### config.mk
export PLATFORM = sky130hd
export DESIGN_NAME = pico_bus_arbiter
export DESIGN_NICKNAME = d
export VERILOG_FILES = /design/src/rtl/pico_bus_arbiter.sv
export SDC_FILE = /design/constraint.sdc
export NUM_CORES = 1
export LEC_CHECK = 0
export ABC_AREA = 1
export CORE_AREA = 2 2 122 124
export DETAILED_ROUTE_END_ITERATION = 10
export DIE_AREA = 0 0 124 126
export GPL_ROUTABILITY_DRIVEN = 0
export PLACE_DENSITY_LB_ADDON = 0.3
export SYNTH_ARGS = -nofsm -noshare
export SYNTH_HDL_FRONTEND = slang
export SYNTH_SLANG_ARGS = --single-unit
### constraint.sdc
create_clock -name clock -period 1.45 [get_ports clock]
set_input_delay 0.2175 -clock clock [delete_from_list [all_inputs] [get_ports clock]]
set_output_delay 0.2175 -clock clock [all_outputs]
set_load 0.03 [all_outputs]
### src/rtl/pico_bus_arbiter.sv
// pico_bus_arbiter
//   Two-master arbiter in front of one picorv32-style native memory bus slave.
//   m0 is normally the CPU, m1 a secondary master (boot loader, DMA).
//   Round-robin between the masters; the grant is held for a whole
//   transaction. A watchdog completes a hung transaction with ERROR_RDATA
//   so that no master waits forever on a dead slave.
//
// Parameters
//   TIMEOUT_CYCLES  cycles spent in BUSY before a forced completion (0 = off)
//   ERROR_RDATA     read data returned to the master on a forced completion
//
// Ports
//   clock, reset_n          single clock, synchronous active-low reset
//   m0_* / m1_*             master side: valid/instr/addr/wdata/wstrb in,
//                           ready/rdata out
//   s_*                     slave side: valid/instr/addr/wdata/wstrb out,
//                           ready/rdata in
//   err_clear               clears err_flag and err_master
//   err_flag                sticky, set when a watchdog timeout completes
//   err_master              master index of the most recent timeout
module pico_bus_arbiter #(
    parameter int unsigned TIMEOUT_CYCLES = 256,
    parameter logic [31:0] ERROR_RDATA    = 32'hDEAD_BEEF
) (
    input  logic        clock,
    input  logic        reset_n,

    input  logic        m0_valid,
    input  logic        m0_instr,
    input  logic [31:0] m0_addr,
    input  logic [31:0] m0_wdata,
    input  logic [3:0]  m0_wstrb,
    output logic        m0_ready,
    output logic [31:0] m0_rdata,

    input  logic        m1_valid,
    input  logic        m1_instr,
    input  logic [31:0] m1_addr,
    input  logic [31:0] m1_wdata,
    input  logic [3:0]  m1_wstrb,
    output logic        m1_ready,
    output logic [31:0] m1_rdata,

    output logic        s_valid,
    output logic        s_instr,
    output logic [31:0] s_addr,
    output logic [31:0] s_wdata,
    output logic [3:0]  s_wstrb,
    input  logic        s_ready,
    input  logic [31:0] s_rdata,

    input  logic        err_clear,
    output logic        err_flag,
    output logic        err_master
);

    // A disabled watchdog still needs a legal (1-bit) counter width.
    localparam int unsigned WDOG_W =
        (TIMEOUT_CYCLES > 0) ? $clog2(TIMEOUT_CYCLES + 1) : 1;
    localparam logic [WDOG_W-1:0] WDOG_LAST =
        (TIMEOUT_CYCLES > 0) ? WDOG_W'(TIMEOUT_CYCLES - 1) : '0;
    localparam logic WDOG_EN = (TIMEOUT_CYCLES > 0);

    typedef enum logic [1:0] {
        IDLE = 2'd0,
        BUSY = 2'd1,
        TOUT = 2'd2
    } state_t;

    state_t            state;
    state_t            state_next;
    logic              grant;
    logic              grant_next;
    logic              last_grant;
    logic              last_grant_next;
    logic [WDOG_W-1:0] wdog;
    logic [WDOG_W-1:0] wdog_next;
    logic              err_flag_next;
    logic              err_master_next;

    // Request of the currently granted master.
    logic              sel_valid;
    logic              sel_instr;
    logic [31:0]       sel_addr;
    logic [31:0]       sel_wdata;
    logic [3:0]        sel_wstrb;

    always_comb begin
        if (grant) begin
            sel_valid = m1_valid;
            sel_instr = m1_instr;
            sel_addr  = m1_addr;
            sel_wdata = m1_wdata;
            sel_wstrb = m1_wstrb;
        end else begin
            sel_valid = m0_valid;
            sel_instr = m0_instr;
            sel_addr  = m0_addr;
            sel_wdata = m0_wdata;
            sel_wstrb = m0_wstrb;
        end
    end

    // State register and the registers that move with it.
    always_ff @(posedge clock) begin
        if (!reset_n) begin
            state      <= IDLE;
            grant      <= 1'b0;
            last_grant <= 1'b1;   // m0 wins the first tie after reset
            wdog       <= '0;
            err_flag   <= 1'b0;
            err_master <= 1'b0;
        end else begin
            state      <= state_next;
            grant      <= grant_next;
            last_grant <= last_grant_next;
            wdog       <= wdog_next;
            err_flag   <= err_flag_next;
            err_master <= err_master_next;
        end
    end

    // Next-state logic. The watchdog counter is zero everywhere except while
    // it counts up inside BUSY.
    always_comb begin
        state_next      = state;
        grant_next      = grant;
        last_grant_next = last_grant;
        wdog_next       = '0;
        err_flag_next   = err_flag;
        err_master_next = err_master;

        if (err_clear) begin
            err_flag_next   = 1'b0;
            err_master_next = 1'b0;
        end

        unique case (state)
            IDLE: begin
                if (m0_valid || m1_valid) begin
                    if (m0_valid && m1_valid) begin
                        grant_next = ~last_grant;
                    end else begin
                        grant_next = m1_valid;
                    end
                    state_next = BUSY;
                end
            end
            BUSY: begin
                if (s_ready) begin
                    // Completion beats a simultaneous timeout.
                    last_grant_next = grant;
                    state_next      = IDLE;
                end else if (!sel_valid) begin
                    // Master abandoned its request: drop it silently.
                    state_next = IDLE;
                end else if (WDOG_EN && (wdog == WDOG_LAST)) begin
                    state_next = TOUT;
                end else begin
                    wdog_next = wdog + WDOG_W'(1);
                end
            end
            TOUT: begin
                // A timeout overrides an err_clear in the same cycle.
                err_flag_next   = 1'b1;
                err_master_next = grant;
                last_grant_next = grant;
                state_next      = IDLE;
            end
            default: begin
                state_next = IDLE;
            end
        endcase
    end

    // Outputs. Gating with reset_n drops a slave response that lands in the
    // reset cycle, so no master sees ready while the arbiter is being reset.
    logic in_busy;
    logic in_tout;

    assign in_busy = reset_n && (state == BUSY);
    assign in_tout = reset_n && (state == TOUT);

    always_comb begin
        s_valid  = 1'b0;
        s_instr  = 1'b0;
        s_addr   = '0;
        s_wdata  = '0;
        s_wstrb  = '0;
        m0_ready = 1'b0;
        m0_rdata = '0;
        m1_ready = 1'b0;
        m1_rdata = '0;

        if (in_busy) begin
            s_valid = sel_valid;
            s_instr = sel_instr;
            s_addr  = sel_addr;
            s_wdata = sel_wdata;
            s_wstrb = sel_wstrb;
            if (grant) begin
                m1_ready = s_ready;
                m1_rdata = s_rdata;
            end else begin
                m0_ready = s_ready;
                m0_rdata = s_rdata;
            end
        end else if (in_tout) begin
            if (grant) begin
                m1_ready = 1'b1;
                m1_rdata = ERROR_RDATA;
            end else begin
                m0_ready = 1'b1;
                m0_rdata = ERROR_RDATA;
            end
        end
    end

endmodule

Word level (Yosys, flattened, before mapping). Cells that the tools add are included.

Logic and storage cells: 65. Register bits after elaboration: 15. Output and inout bits: 138.

Eq/ne operators: 6. Multiplexer cells: 37. Reduce and logical (&&, ||, !) cells: 11. Bitwise operators: 4. Add/subtract/negate cells: 1.

Operators by type and width (number): 32-bit 2-to-1 mux (12); 1-bit 2-to-1 mux (17); 9-bit by 1-bit adder with 9-bit output, second input constant (1); 9-bit by 8-bit equality test with 1-bit output, second input constant (1); 2-bit 2-to-1 mux (4); 4-bit 2-to-1 mux (2); 2-bit AND reduction (3); 5-bit OR reduction (1); 2-bit inequality test, second input constant (2); 4-bit inequality test, second input constant (1); 1-bit NOT (4); 2-bit case mux with 2 select lines (1); 2-bit nonzero test (2); 1-bit logical AND (3); 2-bit by 1-bit equality test with 1-bit output, second input constant (1); 2-bit equality test, second input constant (1); 2-bit logical NOT (1); 1-bit case mux with 2 select lines (1); 1-bit logical OR (1).

Logic depth before layout (Yosys ltp).
Word-level depth: 5. Mapped depth: 7. Gate-level depth less buffers: 7.

Least setup slack after synthesis. OpenSTA, ideal clock, no wires.

Kind: register to output. Start: register grant. End: output m1_rdata[13]. Path slack: -270 ps. Cell stages (with the launch flop): 7. Data arrival time: 1502 ps. Data required time: 1233 ps. Path buffers: 2. Path through: dfxtp_1 -> buf_4 -> nand2_1 -> inv_2 -> nand2_2 -> clkbuf_1 -> o21ai_0.

Cells in the longest elaborated chain, start to end: 3. Elaborated cells between the ends (all ways): 4. Classes of those cells: mux: 4.

RTL lines: from (decl) (RTL line 72) `logic grant;`; from (signal assigned) (RTL line 115) `grant <= grant_next;`; 32-bit 2-to-1 mux (RTL line 209) `if (grant) begin`; 32-bit 2-to-1 mux (RTL line 208) `end else if (in_tout) begin`; 32-bit 2-to-1 mux * (RTL line 195) `if (in_busy) begin`; to (decl) (RTL line 42) `output logic [31:0] m1_rdata,`.

Mark *: on every way between the ends. The rest lies on a longest branch, timed or not.

Worst setup path after layout.
Start: register state[0]. End: output m0_rdata[16].

Cells in the longest elaborated chain, start to end: 4. Elaborated cells between the ends (all ways): 6. Classes of those cells: eq/ne: 2; mux: 2; reduce/logical: 2.

RTL lines: from (decl) (RTL line 70) `state_t state;`; from (signal assigned) (RTL line 114) `state <= state_next;`; 2-bit equality test (RTL line 182) `assign in_tout = reset_n && (state == TOUT);`; 1-bit logical AND (RTL line 182); 32-bit 2-to-1 mux (RTL line 208); 32-bit 2-to-1 mux * (RTL line 195); to (decl) (RTL line 34) `output logic [31:0] m0_rdata,`.

Marks and branches as above.

==> metrics.md <==
| Metric | Value |
|---|---|
| Via count | `about 4,100` |
| Share of cells above drive strength 1 | `0.458` |
| Routed wire length | `approximately 15 mm` |
| PortBufs | `313` |
| Finished Layout Cells | `around 970` |
| Setup CP Type | `register to output pin` |
| #FFs+latches synth | `15` |
| Worst setup SP type | `register` |
| Via-to-Cell Ratio | `approximately 4.3` |
| Worst slew pin tran | `between 0.4 and 0.5 ns` |
| Worst path cell trace | `inv_1, nand2_2, inv_2, nand3_2, buf_12, o21ai_1, buf_4` |
| Fin crit period | `1.72 ns` |
| RSZ-0062 raised after global routing | `true` |
| Max stage delay cell, worst path | `dfxtp_2` |
| Fin. Hold Viols | `0` |
| Initial DRC Count | `approximately 160` |
| Most common cell after layout, fill and taps aside | `clkdlybuf4s50_1` |
| Post-synthesis simple-gate area fraction | `0.379` |
| CTS sink cnt | `15` |
| Clock root buffer | `clkbuf_16` |
| Initial Util | `0.151` |
| Vias in the first global route | `roughly 3,800` |
| Fin nets | `960` |
| Final Max Slew Viols | `0` |
| Main combinational cell family by area after synthesis | `simple AND/OR/NAND/NOR gates` |
| Placed inst area | `between 5000 and 6000 um^2` |
| Die height | `126 um` |
| Largest net degree at the start of global routing | `37` |
| Core region area | `around 14,000 um^2` |
| Initial antenna violation count | `0` |
| Slew margin rel. | `0.699` |
| Synth unique cells | `23` |
| Final Cell Area | `between 7000 and 8000 um^2` |
| Die footprint | `approximately 16,000 um^2` |
| TritonCTS clock tree | `done` |
| Post-synthesis mux area share | `0` |
| Total power | `0.00288 W` |
| Req. time, crit path | `around 1.2 ns` |
| Post-DP HPWL | `about 11 mm` |
| Clk_lat worst skew | `0.24 ns` |
| H-tree levels | `1` |
| Pre-CTS setup slack | `-0.480 ns` |
| Area share of fa/ha/maj cells after synthesis | `0.0116` |
| Yosys top cell by area | `nand2_1` |
| Filler instances | `1,378` |
| CP endpoint kind | `output pin` |
| Total GRT Usage | `0.162` |
| Ant diodes | `0` |
| Clock Path Buffers | `2` |
| Mapped Avg Cell Area | `slightly below 5 um^2` |
| Syn nets | `615` |
| I/O Pins | `about 310` |
| CTS Buf Count | `3` |
| Hold Path Class | `register to register` |
| Routed WL per cell | `approximately 16 um` |
| Inst Count DP | `~940` |
| Top cells by area, synth | `nand2_1 28%, a21oi_1 17%, dfxtp_1 14%, o21ai_0 12%, inv_1 7.8%` |
| Final setup vio count | `approximately 140` |
| Worst path max stage delay | `about 0.33 ns` |
| WP data arrival | `between 1.5 and 2 ns` |
| Worst Setup Slack, final | `-0.275 ns` |
| Clock Skew | `between 0.0015 and 0.002 ns` |
| Status | `finished, violations left` |
| Maximum clock rate | `about 580 MHz` |
| Peak VDD IR | `between 0.5 and 0.6 mV` |
| Num rows | `44` |
| Ys Warns | `0` |
| Overflow after GRT | `0` |
| Failing checks | `negative setup slack` |
| Reg area | `309 um^2` |
| Most frequent cells in the layout | `174 x clkdlybuf4s50_1, 151 x nand2_1, 96 x buf_6, 75 x buf_4, 63 x a21oi_2` |
| Cells after synthesis | `roughly 440` |
| Final clock period utilization by the worst path | `1.19` |
| Synth Area in XOR/XNOR | `0.0122` |
| Worst-path fanout max | `24` |
| # hold bufs at CTS | `0` |
| Post-DRT Antenna Nets | `0` |
| Pwr Density | `406 nW/um^2` |
| # DRC | `0` |
| Seq/Total Area, Yosys | `0.139` |
| Synth Area in Compound Gates | `0.297` |
| Yosys top cell area share | `0.277` |
| Core Util, Final | `0.496` |
| Die width | `124 um` |
| Post-synthesis cell area | `~2200 um^2` |
| LEAKAGE | `between 3 and 4 nW` |
| Area grow syn2layout | `229%` |
| First-pass GRT wire length | `around 20 mm` |
| DRT Pass-1 Iters | `4` |
| Total of max-cap violations | `0` |
| Multi-input logic area | `about 2400 um^2` |
| Worst-path clk slew | `roughly 0.05 ns` |
-- routing by layer --
metal	track usage	routed length [um]	up-vias
li1	-	-	2085
met1	0.197	5810	1879
met2	0.298	7840	148
met3	0.0313	1130	18
met4	0.0218	200	0
met5	0	0	-
-- where the power goes --
part	switching, W	internal (W)	total (W)	leakage [nW]
clock	0.000166	0.000372	0.000538	0.0382
combinational	0.000946	0.000962	0.00191	2.94
sequential	0.0000128	0.000423	0.000436	0.124
total	0.00112	0.00176	0.00288	3.10
-- state kept, by name (all words and copies together), names as in the netlist --
signal and count:
last_grant 1, state 2, wdog 9, err_flag 1
grant 1, err_master 1
-- what timing repair did --
| item | CTS | global route |
|---|---|---|
| gates cloned | 1 | 9 |
| pin swaps | 2 | 10 |
| endpoints found under the setup margin | 148 | 146 |
| resized for setup | 129 | 110 |
| setup buffers | 4 | 3 |
-- critical path, delay by kind of cell (launching register included) --
kind | cells | cell delay (ns)
flip-flops | 1 | 0.33
AND/OR/NAND/NOR | 2 | 0.20
buffers and inverters | 4 | 0.60
AO/OA/AOI/OAI | 1 | 0.11
-- synth_stat cells --
master and number:
nor3_1 1, buf_4 1, nor4_1 1, clkbuf_1 9
nor2_1 30, inv_4 1, dfxtp_1 15, ha_1 2
nand3_1 11, nand2_2 2, buf_6 1, xor2_1 2
inv_2 4, a21oi_1 75, nand4_2 1, nor2_2 1
clkbuf_2 2, buf_2 19, xnor2_1 1, inv_1 45
nand2_1 159, nor2_4 1, o21ai_0 53
-- metrics by stage --
| stage | setup TNS (ns) | hold slack, ns |
|---|---|---|
| after detailed placement | -47.67 | 0.459 |
| after global routing | -36.21 | 0.489 |
| after global placement | -46.23 | 0.452 |
| after floorplan | -4.85 | 0.302 |
| final | -26.65 | 0.478 |
| after CTS | -22.51 | 0.467 |
-- cell families (layout without fill, tap and decap cells) --
logic type	Yosys count	count (layout)
and+or+nand+nor	207	208
AOI/OAI and AO/OA	128	128
buffers and inverters	82	425
DFF	15	15
xor gates and xnor gates	3	3
adders and majority gates	2	2
-- layout make-up --
type                            instances  share of cell area
Tap cell                              184              0.0325
Timing Repair Buffer                  371               0.553
Inverter                               50              0.0289
Clock buffer                            4              0.0111
Multi-Input combinational cell        341               0.331
Sequential cell                        15              0.0436
-- path summary, 6_finish.rpt --
kind	start	endpoint	slack, ns	cells after the start
setup / recovery	state[0]	m0_rdata[16]	-0.27	7
hold / removal	err_flag	err_flag	0.48	2
setup reg to reg	wdog[1]	state[0]	0.02	8
hold reg to reg	err_flag	err_flag	0.48	2
No activity file was read; power rests on OpenSTA's default activity.
